==> src/rtl/crypt_round_engine_if.sv <==
// Handshake bundle between the upstream byte source, the round engine and
// the downstream 2:1 output selector (dout -> processed input b,
// raw_out -> bypass input a).
interface crypt_round_engine_if;
  logic       in_valid;
  logic       in_ready;
  logic [7:0] din;
  logic [7:0] key;
  logic       mode;
  logic [7:0] dout;
  logic [7:0] raw_out;
  logic       out_valid;
  logic       out_ready;
  logic       busy;

  // Upstream source / downstream sink side.
  modport master (
    output in_valid, din, key, mode, out_ready,
    input  in_ready, dout, raw_out, out_valid, busy
  );

  // Round engine side.
  modport slave (
    input  in_valid, din, key, mode, out_ready,
    output in_ready, dout, raw_out, out_valid, busy
  );
endinterface

==> src/rtl/crypt_round_engine.sv <==
// Sequential 8-bit iterated block-cipher engine. One byte, key and mode are
// accepted per transaction; ROUNDS invertible rounds run one per clock, and
// the result is held in DONE until the downstream consumer pops it.
module crypt_round_engine #(
  parameter int unsigned ROUNDS = 4,
  parameter logic [7:0]  RC     = 8'h5A
) (
  input  logic                 clk,
  input  logic                 rst,
  crypt_round_engine_if.slave  bus
);

  localparam logic [1:0] IDLE = 2'd0;
  localparam logic [1:0] RUN  = 2'd1;
  localparam logic [1:0] DONE = 2'd2;

  localparam logic [2:0] LAST = 3'(ROUNDS - 1);

  logic [1:0] state_q;
  logic [7:0] x_q;
  logic [7:0] key_q;
  logic       mode_q;
  logic [2:0] cnt_q;
  logic [7:0] raw_q;
  logic [7:0] dout_q;
  logic       in_ready_q;
  logic       out_valid_q;

  logic [7:0] rk;
  logic [7:0] enc_x;
  logic [7:0] dec_x;
  logic [7:0] round_x;
  logic       last_round;

  function automatic logic [7:0] rotl8(input logic [7:0] v, input logic [2:0] n);
    logic [15:0] w;
    w = {v, v} << n;
    return w[15:8];
  endfunction

  function automatic logic [7:0] rotr8(input logic [7:0] v, input logic [2:0] n);
    logic [15:0] w;
    w = {v, v} >> n;
    return w[7:0];
  endfunction

  // Round key and both round directions for the current counter value.
  always_comb begin
    rk         = rotl8(key_q, cnt_q) ^ {5'b0, cnt_q};
    enc_x      = rotl8(x_q ^ rk, 3'd3) + RC;
    dec_x      = rotr8(x_q - RC, 3'd3) ^ rk;
    round_x    = mode_q ? dec_x : enc_x;
    last_round = mode_q ? (cnt_q == 3'd0) : (cnt_q == LAST);
  end

  // Control FSM, datapath and registered handshake decodes.
  always_ff @(posedge clk) begin
    if (rst) begin
      state_q     <= IDLE;
      x_q         <= '0;
      key_q       <= '0;
      mode_q      <= 1'b0;
      cnt_q       <= '0;
      raw_q       <= '0;
      dout_q      <= '0;
      in_ready_q  <= 1'b1;
      out_valid_q <= 1'b0;
    end else begin
      case (state_q)
        IDLE: begin
          if (bus.in_valid) begin
            x_q        <= bus.din;
            raw_q      <= bus.din;
            key_q      <= bus.key;
            mode_q     <= bus.mode;
            cnt_q      <= bus.mode ? LAST : 3'd0;
            state_q    <= RUN;
            in_ready_q <= 1'b0;
          end
        end
        RUN: begin
          x_q   <= round_x;
          // 3-bit counter wraps naturally for ROUNDS = 8.
          cnt_q <= mode_q ? cnt_q - 3'd1 : cnt_q + 3'd1;
          if (last_round) begin
            dout_q      <= round_x;
            out_valid_q <= 1'b1;
            state_q     <= DONE;
          end
        end
        DONE: begin
          if (bus.out_ready) begin
            out_valid_q <= 1'b0;
            in_ready_q  <= 1'b1;
            state_q     <= IDLE;
          end
        end
        default: begin
          out_valid_q <= 1'b0;
          in_ready_q  <= 1'b1;
          state_q     <= IDLE;
        end
      endcase
    end
  end

  assign bus.in_ready  = in_ready_q;
  assign bus.out_valid = out_valid_q;
  assign bus.busy      = ~in_ready_q;
  assign bus.dout      = dout_q;
  assign bus.raw_out   = raw_q;

endmodule

==> src/flat_wrapper.sv <==
// flat-port wrapper written by rule: the top's interface ports become plain ports
module crypt_round_engine_flat 
#(
  parameter int unsigned ROUNDS = 4,
  parameter logic [7:0]  RC     = 8'h5A
)
  (clk, rst, bus_in_valid, bus_din, bus_key, bus_mode, bus_out_ready, bus_in_ready, bus_dout, bus_raw_out, bus_out_valid, bus_busy);
  crypt_round_engine_if bus_i ();
  input  logic clk;
  input  logic rst;
  input wire logic [$bits(bus_i.in_valid)-1:0] bus_in_valid;
  input wire logic [$bits(bus_i.din)-1:0] bus_din;
  input wire logic [$bits(bus_i.key)-1:0] bus_key;
  input wire logic [$bits(bus_i.mode)-1:0] bus_mode;
  input wire logic [$bits(bus_i.out_ready)-1:0] bus_out_ready;
  output wire logic [$bits(bus_i.in_ready)-1:0] bus_in_ready;
  output wire logic [$bits(bus_i.dout)-1:0] bus_dout;
  output wire logic [$bits(bus_i.raw_out)-1:0] bus_raw_out;
  output wire logic [$bits(bus_i.out_valid)-1:0] bus_out_valid;
  output wire logic [$bits(bus_i.busy)-1:0] bus_busy;
  assign bus_i.in_valid = bus_in_valid;
  assign bus_i.din = bus_din;
  assign bus_i.key = bus_key;
  assign bus_i.mode = bus_mode;
  assign bus_i.out_ready = bus_out_ready;
  assign bus_in_ready = bus_i.in_ready;
  assign bus_dout = bus_i.dout;
  assign bus_raw_out = bus_i.raw_out;
  assign bus_out_valid = bus_i.out_valid;
  assign bus_busy = bus_i.busy;
  crypt_round_engine #(.ROUNDS(ROUNDS), .RC(RC)) u_core (.clk(clk), .rst(rst), .bus(bus_i));
endmodule
==> config.mk <==
export PLATFORM = sky130hd
export DESIGN_NAME = crypt_round_engine_flat
export DESIGN_NICKNAME = d
export VERILOG_FILES = /design/src/rtl/crypt_round_engine_if.sv /design/src/rtl/crypt_round_engine.sv /design/src/flat_wrapper.sv
export SDC_FILE = /design/constraint.sdc
export NUM_CORES = 1
export LEC_CHECK = 0
export CAP_MARGIN = 20
export CORE_MARGIN = 2
export CORE_UTILIZATION = 55
export CTS_BUF_LIST = sky130_fd_sc_hd__clkbuf_8
export CTS_CLUSTER_SIZE = 28
export DETAILED_ROUTE_END_ITERATION = 12
export PLACE_DENSITY = 0.78
export SLEW_MARGIN = 20
export SYNTH_ARGS = -nofsm -noshare
export SYNTH_HDL_FRONTEND = slang
export SYNTH_SLANG_ARGS = --single-unit
==> constraint.sdc <==
create_clock -name clk -period 3.3 [get_ports clk]
set_input_delay 0.66 -clock clk [delete_from_list [all_inputs] [get_ports clk]]
set_output_delay 0.66 -clock clk [all_outputs]
set_load 0.01 [all_outputs]
==> impl_metrics.yaml <==
grt:
  grt_overflow: 0
  grt_antenna_before_repair: 0
  grt_max_degree: 19
  grt_usage_pct: 24.4
  grt_pass1_wl_mm: 9.65
  grt_pass1_vias: 1998
place:
  dpl_worst_slack_ns: 0.376
  place_area_mm2: 0.00283
  hpwl_mm: 4.52
  port_buffers: 39
  gp_congestion: 0.934
clock_tree:
  clk_pin_slew_worst_paths_ns: 0.08
  clock-sinks: 40
  cts_hold_buf: 0
  post_cts_buffers: 0
  cts_tree: "built"
  clockRootBuffer: "clkbuf_8"
  cts_buffer_depth: 2
  clk_latency_ns: 0.29
  postCtsResizedCells: 0
  numCtsBuffers: 5
  cts-htree-levels: 2
worst_setup_path:
  critical_path_class: "register to register"
  worstPathRequired_ns: 3.50
  rrSetupSlack_ns: 0.32
  end_kind: "register"
  start_kind: "register"
  crit_arrival_ns: 3.19
  worst-path-max-fanout: 11
floorplanning:
  num_io_pins: 40
  rows: 24
  die_height_um: 70.3
  initial_core_util_pct: 56.2
  core_area_mm2: 0.00429
  die_w_um: 70.3
  fp.dieArea_mm2: 0.00494
timing:
  finalClockSkew_ns: 0.00848
  rsz0062_at_grt: "false"
  worst_slack_ns: 0.315
  slew_headroom_pct: 25.9
  tightest_slew_ns: 1.10
  setup_viol: 0
  finalCriticalPeriod_ns: 2.98
  fin_setup_tns_ns: 0
  fin_crit_sh_pct: 90.5
  clock.fmax_ghz: 0.335
  hold_violations: 0
  slew_violations: 0
routing:
  final_antenna_net_count: 0
  dr.first_iter.drc_count: 212
  wl_mm: 5.89
  drt-wirelength-per-cell_um: 15.5
  vias_per_cell: 5.75
  remaining_drc_errors: 0
  drt-pass1-iter-count: 4
  vias: 2190
synthesis:
  synth_seq_cells: 40
  ys_seq_area_share_pct: 33.2
  synth_edf_count: 0
  ys_types: 49
  syn-num-nets: 320
  synth_ff_type: "dfxtp_1"
  async_reset_ff_share_pct: 0
  synth_warnings: 0
  syn_inst: 296
  avgSynthCellArea_um2: 8.16
  synth_area_mm2: 0.00241
min_path:
  worstHoldPathType: "register to register"
layout:
  final_cell_mix: "49 x nand2_1, 40 x dfxtp_1, 39 x clkdlybuf4s50_1"
  drive_gt1_share_pct: 10.0
  diodes: 0
  layout_commonest_cell: "nand2_1"
  area_delta_synth_final_pct: 20.6
  nets: 353
  final_area_mm2: 0.00291
job:
  cap_viol_max_count: 0
power_and_ir_drop:
  cellLeakagePower_nw: 1.05
  peakVddDrop_v: 0.000308
  powerDensity_mw_per_mm2: 501
status:
  status: "finished clean"
==> per-stage QoR <==
stage	util, %	instances	hold slack [ns]	power (W)
2_1_floorplan	-	296	0.445	0.000997
3_3_place_gp	65.9	374	0.448	0.00114
3_5_place_dp	65.9	374	0.451	0.00115
4_1_cts	67.8	381	0.461	0.00146
5_1_grt	67.8	381	0.479	0.00155
6_report	67.8	381	0.458	0.00146
==> cells in the mapped netlist (6+ instances only) <==
cell	number	area, µm²
clkbuf_1	14	52.6
mux2i_1	10	100
a31oi_1	6	37.5
nand2_1	49	184
xnor2_1	16	140
nand3_1	6	30.0
inv_1	6	22.5
a21oi_1	29	145
o21ai_0	9	45.0
dfxtp_1	40	801
nor2_1	25	93.8
o22ai_1	10	62.6
==> final cells by class <==
type / count / area (µm²)
sequential: 40 / 801
multi-input combinational: 231 / 1510
tap: 52 / 65.1
fill: 371 / 1380
inverter: 7 / 26.3
timing repair buffer: 44 / 428
clock buffer: 5 / 68.8
clock inverter: 2 / 12.5
==> state kept, by name (all words and copies together), names as in the netlist <==
name	cells
u_core.bus.dout	8
u_core.bus.in_ready	1
u_core.bus.out_valid	1
u_core.bus.raw_out	8
u_core.cnt_q	3
u_core.key_q	8
u_core.mode_q	1
u_core.state_q	2
u_core.x_q	8
==> cells by family (layout without fill, tap and decap cells) <==
logic type	Yosys count	in the layout	share of synthesized area (%)
DFF	40	40	33.2
AOI/OAI and AO/OA	77	77	20.7
adders and majority gates	3	3	1.87
buffers and inverters	25	58	4.30
muxes	21	21	10.8
xor gates and xnor gates	19	19	8.29
and+or+nand+nor	111	111	20.8
==> layer usage <==
metal	part of all wire [%]	up-vias	global-route usage [%]
met5	0	-	0
met4	0.39	0	5.56
met3	5.3	2	3.46
met2	47	67	38.3
met1	48	1013	35.5
li1	-	1108	-
==> path summary, 6_finish.rpt <==
kind | startpoint | endpoint | depth (start not counted)
hold reg to reg | u_core.bus.raw_out[0]$_SDFFE_PP0P_ | u_core.bus.raw_out[0]$_SDFFE_PP0P_ | 2
hold / removal | u_core.bus.raw_out[0]$_SDFFE_PP0P_ | u_core.bus.raw_out[0]$_SDFFE_PP0P_ | 2
setup / recovery | u_core.cnt_q[1]$_SDFFE_PP0P_ | u_core.x_q[7]$_SDFFE_PP0P_ | 10
setup reg to reg | u_core.cnt_q[1]$_SDFFE_PP0P_ | u_core.x_q[7]$_SDFFE_PP0P_ | 10
==> power breakdown <==
group	total (W)	internal, W	switching [W]	leakage (nW)
clock network	0.000310	0.000143	0.000166	0.0400
logic	0.000560	0.000268	0.000292	0.679
registers	0.000590	0.000524	0.0000658	0.328
total	0.00146	0.000936	0.000524	1.05
==> worst max-delay path: stages (launching register included) <==
cell and delay, ns:
dfxtp_1 0.64, mux2_2 0.43, o22ai_1 0.31, nor3_1 0.11, or2_2 0.29, ha_1 0.23
inv_1 0.10, a32oi_2 0.12, o41ai_2 0.34, o21ai_0 0.12, a31oi_1 0.21
Note: power is estimated with default switching activity, not from simulation.
